<file path="src/rtl/seq_alu_if.sv">
// Request/result handshake bundle for seq_alu: operands and opcode in, registered result and flags out.
interface seq_alu_if #(
   parameter int WIDTH = 16
);
   logic             in_valid;
   logic             in_ready;
   logic [WIDTH-1:0] a;
   logic [WIDTH-1:0] b;
   logic [4:0]       op;
   logic             out_valid;
   logic             out_ready;
   logic [WIDTH-1:0] result;
   logic             cond_met;
   logic             zero_flag;
   logic             carry_flag;
   logic             ovf_flag;

   modport master (
      output in_valid, a, b, op, out_ready,
      input  in_ready, out_valid, result, cond_met, zero_flag, carry_flag, ovf_flag
   );

   modport slave (
      input  in_valid, a, b, op, out_ready,
      output in_ready, out_valid, result, cond_met, zero_flag, carry_flag, ovf_flag
   );
endinterface

</file>
<file path="src/rtl/seq_alu.sv">
// Sequential ALU with Z/C/V flag registers, conditional arithmetic and valid/ready handshake.
// Define SEQ_ALU_MUL_EN to add the shift-add multiplier on op 29 (otherwise op 29 is unused).
module seq_alu #(
   parameter int WIDTH = 16,
   parameter int SHW   = $clog2(WIDTH)
) (
   input  logic    clk,
   input  logic    rst_n,
   seq_alu_if.slave alu
);

   typedef enum logic [1:0] {
      IDLE = 2'd0,
      EXEC = 2'd1,
      DONE = 2'd2
   } state_t;

   state_t           state_q, state_d;
   logic [WIDTH-1:0] result_q, result_d;
   logic             condMet_q, condMet_d;
   logic             zero_q, zero_d;
   logic             carry_q, carry_d;
   logic             ovf_q, ovf_d;
   logic [SHW:0]     mulCnt_q, mulCnt_d;

   logic             accept;
   logic             launch;
   logic [WIDTH-1:0] addend;
   logic             cin;
   logic [WIDTH:0]   sum;
   logic             arithV;
   logic [SHW-1:0]   shAmt;
   logic [WIDTH:0]   shlW, shrW, sarW;
   logic             condTrue;
   logic [WIDTH-1:0] exRes;
   logic [WIDTH-1:0] zeroSrc;
   logic             exCond, exWrZ, exWrC, exWrV, exC, exV;

`ifdef SEQ_ALU_MUL_EN
   localparam logic [SHW:0] MUL_STEPS = (SHW+1)'(WIDTH);
   logic [WIDTH-1:0]   mcand_q, mcand_d;
   logic [2*WIDTH-1:0] prod_q, prod_d;
   logic [WIDTH:0]     mulSum;
   logic [2*WIDTH-1:0] prodStep;

   // Classic shift-add: the multiplier sits in the low half and is consumed one bit per cycle.
   assign mulSum   = {1'b0, prod_q[2*WIDTH-1:WIDTH]} + (prod_q[0] ? {1'b0, mcand_q} : '0);
   assign prodStep = {mulSum, prod_q[WIDTH-1:1]};
`endif

   assign accept        = alu.in_valid & alu.in_ready;
   assign alu.in_ready  = rst_n & ((state_q == IDLE) | ((state_q == DONE) & alu.out_ready));
   assign alu.out_valid = (state_q == DONE);
   assign alu.result    = result_q;
   assign alu.cond_met  = condMet_q;
   assign alu.zero_flag = zero_q;
   assign alu.carry_flag= carry_q;
   assign alu.ovf_flag  = ovf_q;

   // Extra bit on each side of the operand catches the last bit shifted out as carry.
   assign shAmt = alu.b[SHW-1:0];
   assign shlW  = {1'b0, alu.a} << shAmt;
   assign shrW  = {alu.a, 1'b0} >> shAmt;
   assign sarW  = $unsigned($signed({alu.a, 1'b0}) >>> shAmt);

   always_comb begin
      addend = alu.b;
      cin    = 1'b0;
      if (alu.op < 5'd20) begin
         case (alu.op[1:0])
            2'b00:   begin addend = alu.b;  cin = 1'b0;    end
            2'b01:   begin addend = ~alu.b; cin = 1'b1;    end
            2'b10:   begin addend = alu.b;  cin = carry_q; end
            default: begin addend = ~alu.b; cin = carry_q; end
         endcase
      end else if (alu.op == 5'd20) begin
         addend = WIDTH'(1);
      end else if (alu.op == 5'd21) begin
         addend = '1;
      end else if (alu.op == 5'd30) begin
         addend = ~alu.b;
         cin    = 1'b1;
      end
      sum    = {1'b0, alu.a} + {1'b0, addend} + {{WIDTH{1'b0}}, cin};
      arithV = (alu.a[WIDTH-1] == addend[WIDTH-1]) && (sum[WIDTH-1] != alu.a[WIDTH-1]);
   end

   always_comb begin
      exRes   = '0;
      zeroSrc = '0;
      exCond  = 1'b0;
      exWrZ   = 1'b0;
      exWrC   = 1'b0;
      exWrV   = 1'b0;
      exC     = 1'b0;
      exV     = 1'b0;
      case (alu.op[4:2])
         3'd0:    condTrue = 1'b1;
         3'd1:    condTrue = zero_q;
         3'd2:    condTrue = ~zero_q;
         3'd3:    condTrue = carry_q;
         3'd4:    condTrue = ~carry_q;
         default: condTrue = 1'b0;
      endcase
      if (alu.op < 5'd20) begin
         exRes = alu.a;
         if (condTrue) begin
            exRes   = sum[WIDTH-1:0];
            zeroSrc = sum[WIDTH-1:0];
            exCond  = 1'b1;
            exWrZ   = 1'b1;
            exWrC   = 1'b1;
            exWrV   = 1'b1;
            exC     = sum[WIDTH];
            exV     = arithV;
         end
      end else begin
         case (alu.op)
            5'd20, 5'd21: begin
               exRes = sum[WIDTH-1:0]; zeroSrc = sum[WIDTH-1:0];
               exCond = 1'b1; exWrZ = 1'b1; exWrC = 1'b1; exWrV = 1'b1;
               exC = sum[WIDTH]; exV = arithV;
            end
            5'd22: begin exRes = alu.a & alu.b;    zeroSrc = exRes; exCond = 1'b1; exWrZ = 1'b1; end
            5'd23: begin exRes = ~(alu.a & alu.b); zeroSrc = exRes; exCond = 1'b1; exWrZ = 1'b1; end
            5'd24: begin exRes = alu.a | alu.b;    zeroSrc = exRes; exCond = 1'b1; exWrZ = 1'b1; end
            5'd25: begin exRes = alu.a ^ alu.b;    zeroSrc = exRes; exCond = 1'b1; exWrZ = 1'b1; end
            5'd26: begin
               exRes = shlW[WIDTH-1:0]; zeroSrc = exRes; exC = shlW[WIDTH];
               exCond = 1'b1; exWrZ = 1'b1; exWrC = 1'b1;
            end
            5'd27: begin
               exRes = shrW[WIDTH:1]; zeroSrc = exRes; exC = shrW[0];
               exCond = 1'b1; exWrZ = 1'b1; exWrC = 1'b1;
            end
            5'd28: begin
               exRes = sarW[WIDTH:1]; zeroSrc = exRes; exC = sarW[0];
               exCond = 1'b1; exWrZ = 1'b1; exWrC = 1'b1;
            end
            // Compare keeps operand a as the result; flags come from the discarded difference.
            5'd30: begin
               exRes = alu.a; zeroSrc = sum[WIDTH-1:0];
               exCond = 1'b1; exWrZ = 1'b1; exWrC = 1'b1; exWrV = 1'b1;
               exC = sum[WIDTH]; exV = arithV;
            end
            default: begin
               exRes = '0;
            end
         endcase
      end
   end

   always_comb begin
      state_d   = state_q;
      result_d  = result_q;
      condMet_d = condMet_q;
      zero_d    = zero_q;
      carry_d   = carry_q;
      ovf_d     = ovf_q;
      mulCnt_d  = mulCnt_q;
      launch    = 1'b0;
`ifdef SEQ_ALU_MUL_EN
      mcand_d   = mcand_q;
      prod_d    = prod_q;
`endif
      case (state_q)
         IDLE: launch = accept;
         DONE: begin
            if (accept) begin
               launch = 1'b1;
            end else if (alu.out_ready) begin
               state_d = IDLE;
            end
         end
         EXEC: begin
`ifdef SEQ_ALU_MUL_EN
            mulCnt_d = mulCnt_q + 1'b1;
            prod_d   = prodStep;
            if (mulCnt_d == MUL_STEPS) begin
               state_d   = DONE;
               result_d  = prodStep[WIDTH-1:0];
               condMet_d = 1'b1;
               zero_d    = ~|prodStep[WIDTH-1:0];
               carry_d   = |prodStep[2*WIDTH-1:WIDTH];
               ovf_d     = 1'b0;
            end
`else
            state_d = IDLE;
`endif
         end
         default: state_d = IDLE;
      endcase

      // Single-cycle results land in DONE together with their flags on the accept edge.
      if (launch) begin
         state_d   = DONE;
         result_d  = exRes;
         condMet_d = exCond;
         if (exWrZ) zero_d  = ~|zeroSrc;
         if (exWrC) carry_d = exC;
         if (exWrV) ovf_d   = exV;
`ifdef SEQ_ALU_MUL_EN
         if (alu.op == 5'd29) begin
            state_d  = EXEC;
            mcand_d  = alu.a;
            prod_d   = {{WIDTH{1'b0}}, alu.b};
            mulCnt_d = '0;
         end
`endif
      end
   end

   // All architectural state clears asynchronously so an in-flight operation is simply dropped.
   always_ff @(posedge clk or negedge rst_n) begin
      if (!rst_n) begin
         state_q   <= IDLE;
         result_q  <= '0;
         condMet_q <= 1'b0;
         zero_q    <= 1'b0;
         carry_q   <= 1'b0;
         ovf_q     <= 1'b0;
         mulCnt_q  <= '0;
`ifdef SEQ_ALU_MUL_EN
         mcand_q   <= '0;
         prod_q    <= '0;
`endif
      end else begin
         state_q   <= state_d;
         result_q  <= result_d;
         condMet_q <= condMet_d;
         zero_q    <= zero_d;
         carry_q   <= carry_d;
         ovf_q     <= ovf_d;
         mulCnt_q  <= mulCnt_d;
`ifdef SEQ_ALU_MUL_EN
         mcand_q   <= mcand_d;
         prod_q    <= prod_d;
`endif
      end
   end

endmodule
</file>
<file path="src/flat_wrapper.sv">
// flat-port wrapper written by rule: the top's interface ports become plain ports
module seq_alu_flat 
#(
   parameter int WIDTH = 16,
   parameter int SHW   = $clog2(WIDTH)
)
  (clk, rst_n, alu_in_valid, alu_a, alu_b, alu_op, alu_out_ready, alu_in_ready, alu_out_valid, alu_result, alu_cond_met, alu_zero_flag, alu_carry_flag, alu_ovf_flag);
  seq_alu_if #(.WIDTH(WIDTH)) alu_i ();
  input  logic clk;
  input  logic rst_n;
  input wire logic [$bits(alu_i.in_valid)-1:0] alu_in_valid;
  input wire logic [$bits(alu_i.a)-1:0] alu_a;
  input wire logic [$bits(alu_i.b)-1:0] alu_b;
  input wire logic [$bits(alu_i.op)-1:0] alu_op;
  input wire logic [$bits(alu_i.out_ready)-1:0] alu_out_ready;
  output wire logic [$bits(alu_i.in_ready)-1:0] alu_in_ready;
  output wire logic [$bits(alu_i.out_valid)-1:0] alu_out_valid;
  output wire logic [$bits(alu_i.result)-1:0] alu_result;
  output wire logic [$bits(alu_i.cond_met)-1:0] alu_cond_met;
  output wire logic [$bits(alu_i.zero_flag)-1:0] alu_zero_flag;
  output wire logic [$bits(alu_i.carry_flag)-1:0] alu_carry_flag;
  output wire logic [$bits(alu_i.ovf_flag)-1:0] alu_ovf_flag;
  assign alu_i.in_valid = alu_in_valid;
  assign alu_i.a = alu_a;
  assign alu_i.b = alu_b;
  assign alu_i.op = alu_op;
  assign alu_i.out_ready = alu_out_ready;
  assign alu_in_ready = alu_i.in_ready;
  assign alu_out_valid = alu_i.out_valid;
  assign alu_result = alu_i.result;
  assign alu_cond_met = alu_i.cond_met;
  assign alu_zero_flag = alu_i.zero_flag;
  assign alu_carry_flag = alu_i.carry_flag;
  assign alu_ovf_flag = alu_i.ovf_flag;
  seq_alu #(.WIDTH(WIDTH), .SHW(SHW)) u_core (.clk(clk), .rst_n(rst_n), .alu(alu_i));
endmodule
</file>
<file path="config.mk">
export PLATFORM = sky130hd
export DESIGN_NAME = seq_alu_flat
export DESIGN_NICKNAME = d
export VERILOG_FILES = /design/src/rtl/seq_alu_if.sv /design/src/rtl/seq_alu.sv /design/src/flat_wrapper.sv
export SDC_FILE = /design/constraint.sdc
export NUM_CORES = 1
export LEC_CHECK = 0
export ABC_AREA = 0
export CAP_MARGIN = 10
export CORE_ASPECT_RATIO = 2
export CORE_MARGIN = 5
export CORE_UTILIZATION = 50
export CTS_BUF_LIST = sky130_fd_sc_hd__clkbuf_8
export DETAILED_ROUTE_END_ITERATION = 16
export GPL_TIMING_DRIVEN = 1
export PLACE_DENSITY = 0.75
export SLEW_MARGIN = 20
export SYNTH_ARGS = -nofsm -noshare
export SYNTH_HDL_FRONTEND = slang
export SYNTH_SLANG_ARGS = --single-unit
</file>
<file path="constraint.sdc">
create_clock -name clk -period 3.3 [get_ports clk]
set_input_delay 0.33 -clock clk [delete_from_list [all_inputs] [get_ports clk]]
set_output_delay 0.33 -clock clk [all_outputs]
set_load 0.01 [all_outputs]
</file>
==> qor.tcl, run 1 <==
set qor(run_status) {did not finish}
set qor(haltStage) {5_1_grt}
set qor(error) {[ERROR GRT-0232] Routing congestion too high. Check the congestion heatmap in the GUI.}
set qor(yosys_register_bits) 21
set qor(syn_inst) 829
set qor(globalRoute.totalOverflow) 28
set qor(synth.mux.area_fraction) 0.134
set qor(grt_start_max_net_pins) 35
set qor(post_synth_and_or_nand_nor_area_fraction) 0.210
set qor(boundaryPins) 63
set qor(synth_top_area_frac) 0.101
set qor(dieWidth_um) 87.3
set qor(ys_dominant_reg_cell) {sky130_fd_sc_hd__dfrtp_1}
set qor(repair-timing-grt-worst-ep) {u_core.alu.zero_flag$_DFFE_PN0P_/D}
set qor(ys_async_sr_fraction) 1.00
set qor(synth_top_family_by_area) {compound AO/OA/AOI/OAI gates}
set qor(die_h_um) 165
set qor(worstEndpointType) {sequential cell input}
set qor(synth_compound_gate_area_share) 0.318
set qor(initial_utilization) 0.510
set qor(globalplace.congestion) 1.16
set qor(clock_path_buffers) 2
set qor(cts-hold-fix-buffers) 0
set qor(cts_bufs_inserted) 3
set qor(port_buffers) 62
set qor(synth_nets) 920
set qor(yosys.area.top_type) {sky130_fd_sc_hd__ha_1}
set qor(edff_count_synth) 0
set qor(ys_top_cells_by_area) {sky130_fd_sc_hd__ha_1, sky130_fd_sc_hd__dfrtp_1, sky130_fd_sc_hd__a21oi_1}
set qor(cts-htree-levels) 1
set qor(synthAdderAreaFrac) 0.107
set qor(ys_types) 81
set qor(synth_seq_area_share) 0.0880
set qor(mappedNetlistArea_mm2) 0.00597
set qor(grtUsageTotal) 0.608
set qor(postPlaceCellArea_mm2) 0.00868
set qor(fp-row-count) 56
set qor(place_hpwl_mm) 25.5
set qor(clock_sinks) 21
set qor(postSynthAreaPerCell_um2) 7.20
set qor(clock_tree.root_cell) {sky130_fd_sc_hd__clkbuf_8}
set qor(post_synth_xor_area_fraction) 0.0543
set qor(yosysWarningCount) 0
repair_timing:
| item | CTS |
|---|---|
| gates cloned | 1 |
| resized for setup | 70 |
| setup endpoints to repair | 13 |
| setup buffers | 27 |
| pin swaps | 45 |
per-layer routing:
layer  track usage  GRT overflow
met1         0.598             0
met2         0.811            12
met3         0.375             0
met4         0.640            16
met5        0.0909             0
synthesized netlist by cell type (9+ instances only):
cell,instances
sky130_fd_sc_hd__a21oi_1,70
sky130_fd_sc_hd__buf_2,17
sky130_fd_sc_hd__a21o_1,10
sky130_fd_sc_hd__o21ai_0,69
sky130_fd_sc_hd__mux2i_1,22
sky130_fd_sc_hd__o22ai_1,36
sky130_fd_sc_hd__nand2b_1,11
sky130_fd_sc_hd__clkbuf_1,45
sky130_fd_sc_hd__ha_1,48
sky130_fd_sc_hd__a221oi_1,14
sky130_fd_sc_hd__nor2_1,46
sky130_fd_sc_hd__nand3_1,27
sky130_fd_sc_hd__xor2_1,22
sky130_fd_sc_hd__inv_1,41
sky130_fd_sc_hd__xnor2_1,15
sky130_fd_sc_hd__mux4_2,15
sky130_fd_sc_hd__nand2_1,93
sky130_fd_sc_hd__nor3_1,12
sky130_fd_sc_hd__nand4_1,9
sky130_fd_sc_hd__o211ai_1,15
sky130_fd_sc_hd__dfrtp_1,21
metrics by stage:
stage	TNS, ns	setup WS, ns	hold WS [ns]	cells	util
2_1_floorplan	-1.28	-0.630	0.0344	829	-
3_3_place_gp	-7.08	-0.881	0.461	1246	0.742
3_5_place_dp	-8.47	-0.981	0.475	1246	0.742
4_1_cts	-0.776	-0.291	0.462	1276	0.786
cells by family after synthesis:
logic type                 after synthesis
and+or+nand+nor                        254
adders and majority gates               50
DFF                                     21
buffers and inverters                  120
muxes                                   54
AOI/OAI and AO/OA                      293
xor gates and xnor gates                37
==> run 2, diff against run 1 <==
--- a/config.mk
+++ b/config.mk
@@ -7,13 +7,11 @@
 export LEC_CHECK = 0
 export ABC_AREA = 0
 export CAP_MARGIN = 10
-export CORE_ASPECT_RATIO = 2
 export CORE_MARGIN = 5
-export CORE_UTILIZATION = 50
-export CTS_BUF_LIST = sky130_fd_sc_hd__clkbuf_8
+export CORE_UTILIZATION = 35
 export DETAILED_ROUTE_END_ITERATION = 16
 export GPL_TIMING_DRIVEN = 1
-export PLACE_DENSITY = 0.75
+export PLACE_DENSITY_LB_ADDON = 0.15
 export SLEW_MARGIN = 20
 export SYNTH_ARGS = -nofsm -noshare
 export SYNTH_HDL_FRONTEND = slang
==> constraint.sdc (replaced) <==
create_clock -name clk -period 4.3 [get_ports clk]
set_input_delay 0.43 -clock clk [delete_from_list [all_inputs] [get_ports clk]]
set_output_delay 0.43 -clock clk [all_outputs]
set_load 0.01 [all_outputs]
==> qor.tcl, run 2 <==
set qor(run_status) {finished clean}
set qor(mappedNetlistArea_mm2) 0.00597 ;# unchanged
set qor(synth_nets) 920 ;# unchanged
set qor(synth_top_cells_by_count) {sky130_fd_sc_hd__nand2_1, sky130_fd_sc_hd__a21oi_1, sky130_fd_sc_hd__o21ai_0}
set qor(postSynthAreaPerCell_um2) 7.20 ;# unchanged
set qor(ys_types) 81 ;# unchanged
set qor(regToRegEndpoint) {u_core.alu.zero_flag}
set qor(max_cap_viol_count) 0
set qor(yosys.area.top_type) {sky130_fd_sc_hd__ha_1}
set qor(grt_antenna_before_repair) 0
set qor(period_share) 0.947
set qor(worst_clock_skew_on_the_final_layout_ns) 0.00407
set qor(fp-row-count) 47 ;# -16%
set qor(worstReg2RegStart) {u_core.alu.carry_flag}
set qor(cts_bufs_inserted) 3 ;# unchanged
set qor(worst_case_headroom_to_the_max_slew_limit) 0.442
set qor(swShare) 0.443
set qor(reg2reg_setup_slack_ns) 0.63
set qor(initial_utilization) 0.359 ;# -0.151
set qor(place_hpwl_mm) 23.6 ;# -7.5%
set qor(port_buffers) 62 ;# unchanged
set qor(worst_ep_arrival_time_ns) 4.27
set qor(dieWidth_um) 141 ;# +61%
set qor(pwr-share-comb) 0.724
set qor(syn_inst) 829 ;# unchanged
set qor(synth_top_area_frac) 0.101 ;# unchanged
set qor(detail_route.vias_per_cell) 6.05
set qor(synth_most_common_cell) {sky130_fd_sc_hd__nand2_1}
set qor(clk_pin_slew_ns) 0.06
set qor(worst_ep_required_time_ns) 4.50
set qor(die_h_um) 141 ;# -15%
set qor(seq_power_share) 0.160
set qor(power_density_mw_per_mm2) 218
set qor(yosysWarningCount) 0 ;# unchanged
set qor(initialDrtViolationCount) 670
set qor(grt_start_max_net_pins) 45
set qor(detail_route.wl_per_cell_um) 23.8
set qor(ys_top_cells_by_area) {sky130_fd_sc_hd__ha_1, sky130_fd_sc_hd__dfrtp_1, sky130_fd_sc_hd__a21oi_1}
set qor(worstSetupEndpointType) {register}
set qor(psw_uw) 771
set qor(finalHoldWorstSlack_ns) 0.478
set qor(reg2regPathDepth) 14
set qor(critPathKind) {in2reg}
set qor(cts-htree-levels) 1 ;# unchanged
set qor(timing.critical_path.fanout_max) 4
set qor(grt.busiest_layer) {met2}
set qor(ys_dominant_reg_cell) {sky130_fd_sc_hd__dfrtp_1}
set qor(design.core.area_mm2) 0.0166
set qor(largest_reg_flops) 16
set qor(grtUsageMet3) 0.0413
set qor(min_path_type) {reg2reg}
set qor(leakage_uw) 0.00344
set qor(n_fill_cell) 1695
set qor(final_antenna_net_count) 0
set qor(dp.cells) 1196 ;# -4.0%
set qor(clock_tree_from_tritoncts) {yes}
set qor(synth_seq_area_share) 0.0880 ;# unchanged
set qor(wire_length_of_the_first_global_routing_pass_mm) 43.2
set qor(worst_slew_pin_slew_ns) 0.825
set qor(max_freq_ghz) 0.246
set qor(min_path_cells) 2
set qor(globalplace.congestion) 0.996 ;# -14%
set qor(dr_total_vias) 7282
set qor(dr.pass1.iters) 6
set qor(layout.core_utilization) 0.480
set qor(die_area_mm2) 0.0198
set qor(timing.critical_path.from_type) {input port}
set qor(finalHoldViolations) 0
set qor(clock_path_buffers) 2 ;# unchanged
set qor(boundaryPins) 63 ;# unchanged
set qor(hold_end) {u_core.alu.result[11]}
set qor(n_antenna_cell) 0
set qor(seqCellArea_um2) 526
set qor(final_cell_mix) {sky130_fd_sc_hd__buf_4, sky130_fd_sc_hd__nand2_1, sky130_fd_sc_hd__o21ai_0}
set qor(layout.cells.non_filler) 1203
set qor(final_period_minus_worst_setup_slack_ns) 4.07
set qor(clock_tree.root_cell) {sky130_fd_sc_hd__clkbuf_16}
set qor(report.final.setup_viol) 0
set qor(detail_route.drc_violations) 0
set qor(number_of_global_route_vias_before_repair) 6845
set qor(clock_sinks) 21 ;# unchanged
set qor(final_common_cell) {sky130_fd_sc_hd__buf_4}
set qor(nNetsFinal) 1075
set qor(internal-power_uw) 971
set qor(edff_count_synth) 0 ;# unchanged
set qor(area_growth_from_synthesis_to_final_layout_pct) 33.8
set qor(met1_use_gr) 0.394
set qor(wirelength_mm) 28.7
set qor(ys_async_sr_fraction) 1.00 ;# unchanged
set qor(yosys_register_bits) 21 ;# unchanged
set qor(clock_power_share) 0.116
set qor(share_of_post_route_cells_with_drive_strength_above_1) 0.242
set qor(ir_worst_vdd_mv) 0.176
set qor(min-delay-start) {u_core.alu.result[11]}
set qor(multi_input_comb_area_mm2) 0.00505
set qor(final-max-slew-violation-count) 0
set qor(globalRoute.totalOverflow) 0
set qor(clock_latency_ns) 0.26
set qor(globalRouteMet2Util) 0.439
set qor(grtUsageTotal) 0.281
## run 2: worst max path at each step
stage | from | endpoint | slack (ns) | cells past startpoint
2_1_floorplan | alu_op[0] | u_core.alu.zero_flag | 0.008 | 20
3_3_place_gp | alu_op[3] | u_core.alu.zero_flag | -0.21 | 16
3_5_place_dp | alu_op[3] | u_core.alu.zero_flag | -0.19 | 17
4_1_cts | alu_op[3] | u_core.alu.zero_flag | 0.07 | 17
5_1_grt | alu_op[2] | u_core.alu.zero_flag | -0.006 | 15
6_report | alu_op[2] | u_core.alu.zero_flag | 0.23 | 15
## run 2: power by group through the flow
| stage | registers [uW] | clock network (uW) | logic, uW |
|---|---|---|---|
| final | 278 | 203 | 1260 |
| after global routing | 286 | 214 | 1360 |
| after CTS | 279 | 207 | 1210 |
| after detailed placement | 283 | 0 | 1210 |
| after global placement | 281 | 0 | 1210 |
| after floorplan | 300 | 0 | 613 |
## run 2: cell families (layout without fill, tap and decap cells)
group,Yosys count,count (layout),synth area share
AO/OA/AOI/OAI,293,293,0.318
AND/OR/NAND/NOR,254,254,0.210
flip-flops,21,21,0.0880
adder cells (fa/ha/maj),50,50,0.107
multiplexers,54,54,0.134
XOR/XNOR,37,37,0.0543
buffers and inverters,120,274,0.0878
## run 2: metal layers
| metal | part of all wire | vias up |
|---|---|---|
| li1 | - | 3432 |
| met1 | 0.44 | 3458 |
| met2 | 0.44 | 333 |
| met3 | 0.073 | 59 |
| met4 | 0.042 | 0 |
| met5 | 0 | - |
## run 2: cell type report
cell class,count,share of cell area
flip-flops and latches,21,0.0658
inverters,44,0.0207
multi-input cells,688,0.632
clock inverters,1,0.000940
well taps,220,0.0345
clock buffers,3,0.00940
repair buffers,226,0.237
## run 2: per-stage QoR
step / setup slack, ns / TNS [ns] / cell area (um^2) / power (uW)
floorplan: 0.00834 / 0 / 6050 / 913
global placement: -0.212 / -0.212 / 7770 / 1500
detailed placement: -0.190 / -0.255 / 7770 / 1490
CTS: 0.0703 / 0 / 7850 / 1700
global route: -0.00555 / -0.00555 / 7990 / 1860
finish: 0.227 / 0 / 7990 / 1740
## run 2: worst max-delay path: stages
cell                              delay [ns]
sky130_fd_sc_hd__clkdlybuf4s50_1        0.54
sky130_fd_sc_hd__buf_4                  0.16
sky130_fd_sc_hd__o21ai_0                0.12
sky130_fd_sc_hd__nand2_1                0.08
sky130_fd_sc_hd__o21ai_1                0.09
sky130_fd_sc_hd__fa_2                   0.45
sky130_fd_sc_hd__fa_2                   0.38
sky130_fd_sc_hd__a21o_1                 0.21
sky130_fd_sc_hd__o2bb2ai_4              0.17
sky130_fd_sc_hd__nor2_2                 0.15
sky130_fd_sc_hd__mux2i_1                0.09
sky130_fd_sc_hd__or4_1                  0.47
sky130_fd_sc_hd__or4b_2                 0.62
sky130_fd_sc_hd__o31ai_1                0.18
sky130_fd_sc_hd__and2_1                 0.14
## run 2: timing repair
| item | in CTS | in global routing |
|---|---|---|
| hold buffers | 0 | 0 |
| buffers inserted | 0 | 3 |
| endpoints found under the setup margin | 0 | 2 |
| gates resized for setup | 0 | 24 |
(Power assumes the default switching activity.)
==> run 3, diff against run 2 <==
--- a/config.mk
+++ b/config.mk
@@ -12,6 +12,7 @@
 export DETAILED_ROUTE_END_ITERATION = 16
 export GPL_TIMING_DRIVEN = 1
 export PLACE_DENSITY_LB_ADDON = 0.15
+export SETUP_SLACK_MARGIN = 0.4
 export SLEW_MARGIN = 20
 export SYNTH_ARGS = -nofsm -noshare
 export SYNTH_HDL_FRONTEND = slang
==> qor.tcl, run 3 (same netlist as run 2, synthesis figures left out) <==
set qor(grt_start_max_net_pins) 44 ;# -2.2%
set qor(worst_slew_pin_slew_ns) 0.824 ;# -0.00123 ns
set qor(clock_path_buffers) 2 ;# unchanged
set qor(fp-row-count) 47 ;# unchanged
set qor(design.core.area_mm2) 0.0166 ;# unchanged
set qor(wire_length_of_the_first_global_routing_pass_mm) 44.7 ;# +3.5%
set qor(max_cap_viol_count) 0 ;# unchanged
set qor(worst_ep_arrival_time_ns) 3.94 ;# -0.33 ns
set qor(wirelength_mm) 30.1 ;# +5.0%
set qor(worstReg2RegStart) {u_core.alu.carry_flag}
set qor(reg2regPathDepth) 14 ;# unchanged
set qor(nNetsFinal) 1050 ;# -2.3%
set qor(n_fill_cell) 1734 ;# +2.3%
set qor(globalplace.congestion) 1.07 ;# +7.3%
set qor(finalHoldViolations) 0 ;# unchanged
set qor(min-delay-start) {u_core.alu.result[4]}
set qor(timing.critical_path.from_type) {input port}
set qor(dr_total_vias) 7414 ;# +1.8%
set qor(area_growth_from_synthesis_to_final_layout_pct) 31.5
set qor(detail_route.wl_per_cell_um) 25.6 ;# +7.3%
set qor(port_buffers) 62 ;# unchanged
set qor(share_of_post_route_cells_with_drive_strength_above_1) 0.231 ;# -0.0114
set qor(ir_worst_vdd_mv) 0.154 ;# -13%
set qor(clk_pin_slew_ns) 0.06 ;# about the same
set qor(run_status) {finished clean}
set qor(leakage_uw) 0.00336 ;# -2.2%
set qor(die_area_mm2) 0.0198 ;# unchanged
set qor(period_share) 0.870 ;# -0.0777
set qor(postPlaceCellArea_mm2) 0.00757 ;# -2.5%
set qor(dr.pass1.iters) 6 ;# unchanged
set qor(power_density_mw_per_mm2) 220 ;# +0.99%
set qor(max_freq_ghz) 0.267 ;# +8.9%
set qor(final_cell_mix) {sky130_fd_sc_hd__buf_4, sky130_fd_sc_hd__nand2_1, sky130_fd_sc_hd__o21ai_0}
set qor(worstSetupEndpointType) {register}
set qor(unrepaired_setup_endpoints_after_global_routing) {no}
set qor(detail_route.vias_per_cell) 6.29 ;# +4.0%
set qor(die_h_um) 141 ;# unchanged
set qor(clock_latency_ns) 0.26 ;# about the same
set qor(number_of_global_route_vias_before_repair) 7141 ;# +4.3%
set qor(globalRoute.totalOverflow) 0 ;# unchanged
set qor(min_path_cells) 1 ;# -1
set qor(clock_sinks) 21 ;# unchanged
set qor(final_antenna_net_count) 0 ;# unchanged
set qor(final-max-slew-violation-count) 0 ;# unchanged
set qor(cts-htree-levels) 1 ;# unchanged
set qor(grtUsageTotal) 0.291 ;# +0.00988
set qor(n_antenna_cell) 0 ;# unchanged
set qor(crit_start) {alu_b[6]}
set qor(critPathKind) {in2reg}
set qor(worst_ep_required_time_ns) 4.50 ;# about the same
set qor(initialDrtViolationCount) 912 ;# +36%
set qor(timing.critical_path.fanout_max) 3 ;# -1
set qor(place_hpwl_mm) 24.2 ;# +2.5%
set qor(clock_tree.root_cell) {sky130_fd_sc_hd__clkbuf_16}
set qor(dieWidth_um) 141 ;# unchanged
set qor(final_common_cell) {sky130_fd_sc_hd__buf_4}
set qor(min_path_type) {reg2reg}
set qor(detail_route.drc_violations) 0 ;# unchanged
set qor(worst_case_headroom_to_the_max_slew_limit) 0.450 ;# +0.00713
set qor(finalHoldWorstSlack_ns) 0.481 ;# +0.00283 ns
set qor(stdcell_area_mm2) 0.00785 ;# -1.7%
set qor(cts_bufs_inserted) 3 ;# unchanged
set qor(boundaryPins) 63 ;# unchanged
set qor(clock_tree_from_tritoncts) {yes}
set qor(worst_clock_skew_on_the_final_layout_ns) 0.00289 ;# -0.00118 ns
set qor(grt_antenna_before_repair) 1 ;# +1
set qor(initial_utilization) 0.359 ;# unchanged
set qor(report.final.setup_viol) 0 ;# unchanged
set qor(final_period_minus_worst_setup_slack_ns) 3.74 ;# -0.334 ns
set qor(largest_reg_flops) 16 ;# unchanged
## run 3: changes by cell type in the layout (fill, tap and decap cells not counted), moves of 3 or more
cell                              delta
sky130_fd_sc_hd__clkdlybuf4s50_1     -6
sky130_fd_sc_hd__clkbuf_2            +3
sky130_fd_sc_hd__a21oi_1             -3
sky130_fd_sc_hd__a21oi_2             +3
sky130_fd_sc_hd__dlymetal6s2s_1      +3
sky130_fd_sc_hd__buf_4              -25
## run 3: where the power goes
part	switching, uW	leakage [uW]	total, uW	internal, uW
logic	677	0.00306	1250	571
registers	31.9	0.000262	279	247
clock network	76.9	0.0000371	203	126
## run 3: final cells by class
cell class / count / area (um^2) / area share
Inverter: 44 / 165 / 0.0210
Sequential cell: 21 / 526 / 0.0669
Timing Repair Buffer: 201 / 1710 / 0.218
Clock inverter: 1 / 7.51 / 0.000956
Multi-Input combinational cell: 688 / 5090 / 0.649
Clock buffer: 3 / 75.1 / 0.00956
Tap cell: 220 / 275 / 0.0351
## run 3: worst max-delay path, stage by stage
cell,delay (ns)
sky130_fd_sc_hd__clkdlybuf4s50_1,0.48
sky130_fd_sc_hd__inv_1,0.13
sky130_fd_sc_hd__a21oi_1,0.19
sky130_fd_sc_hd__o22ai_1,0.10
sky130_fd_sc_hd__nand2_1,0.06
sky130_fd_sc_hd__o21ai_0,0.08
sky130_fd_sc_hd__a21oi_1,0.14
sky130_fd_sc_hd__buf_4,0.13
sky130_fd_sc_hd__ha_1,0.25
sky130_fd_sc_hd__a21oi_1,0.22
sky130_fd_sc_hd__o21ai_2,0.12
sky130_fd_sc_hd__a21oi_1,0.16
sky130_fd_sc_hd__xnor2_1,0.11
sky130_fd_sc_hd__or4_1,0.53
sky130_fd_sc_hd__or4b_4,0.50
sky130_fd_sc_hd__o31ai_2,0.17
sky130_fd_sc_hd__and2_1,0.14
## run 3: path summary, 6_finish.rpt
path                                    endpoint  slack (ns)
max                         u_core.alu.zero_flag        0.56
min reg2reg                 u_core.alu.result[4]        0.48
min                         u_core.alu.result[4]        0.48
max reg2reg                 u_core.alu.zero_flag        0.87
min in group asynchronous    u_core.alu.cond_met        0.52
max in group asynchronous  u_core.alu.carry_flag        3.56
## run 3: metal layers
| layer | track usage | wire (um) | vias up |
|---|---|---|---|
| li1 | - | - | 3365 |
| met5 | 0 | 0 | - |
| met3 | 0.0552 | 2460 | 84 |
| met4 | 0.119 | 1490 | 0 |
| met1 | 0.387 | 12600 | 3557 |
| met2 | 0.464 | 13600 | 408 |
## run 3: repair_timing
item	4_1_cts	5_1_grt
pin swaps	3	16
hold buffers	0	0
gates resized for setup	9	36
endpoints found under the hold margin	0	0
gates cloned	0	1
endpoints found under the setup margin	4	4
buffers inserted	2	2
## run 3: stage by stage
| stage | utilization | total power [uW] | setup TNS, ns | setup WS [ns] | instances |
|---|---|---|---|---|---|
| 2_1_floorplan | - | 924 | 0 | 0.263 | 829 |
| 3_3_place_gp | 0.455 | 1450 | -0.121 | -0.121 | 1169 |
| 3_5_place_dp | 0.455 | 1460 | -0.172 | -0.136 | 1169 |
| 4_1_cts | 0.463 | 1690 | 0 | 0.401 | 1175 |
| 5_1_grt | 0.472 | 1840 | 0 | 0.392 | 1178 |
| 6_report | 0.472 | 1730 | 0 | 0.561 | 1178 |
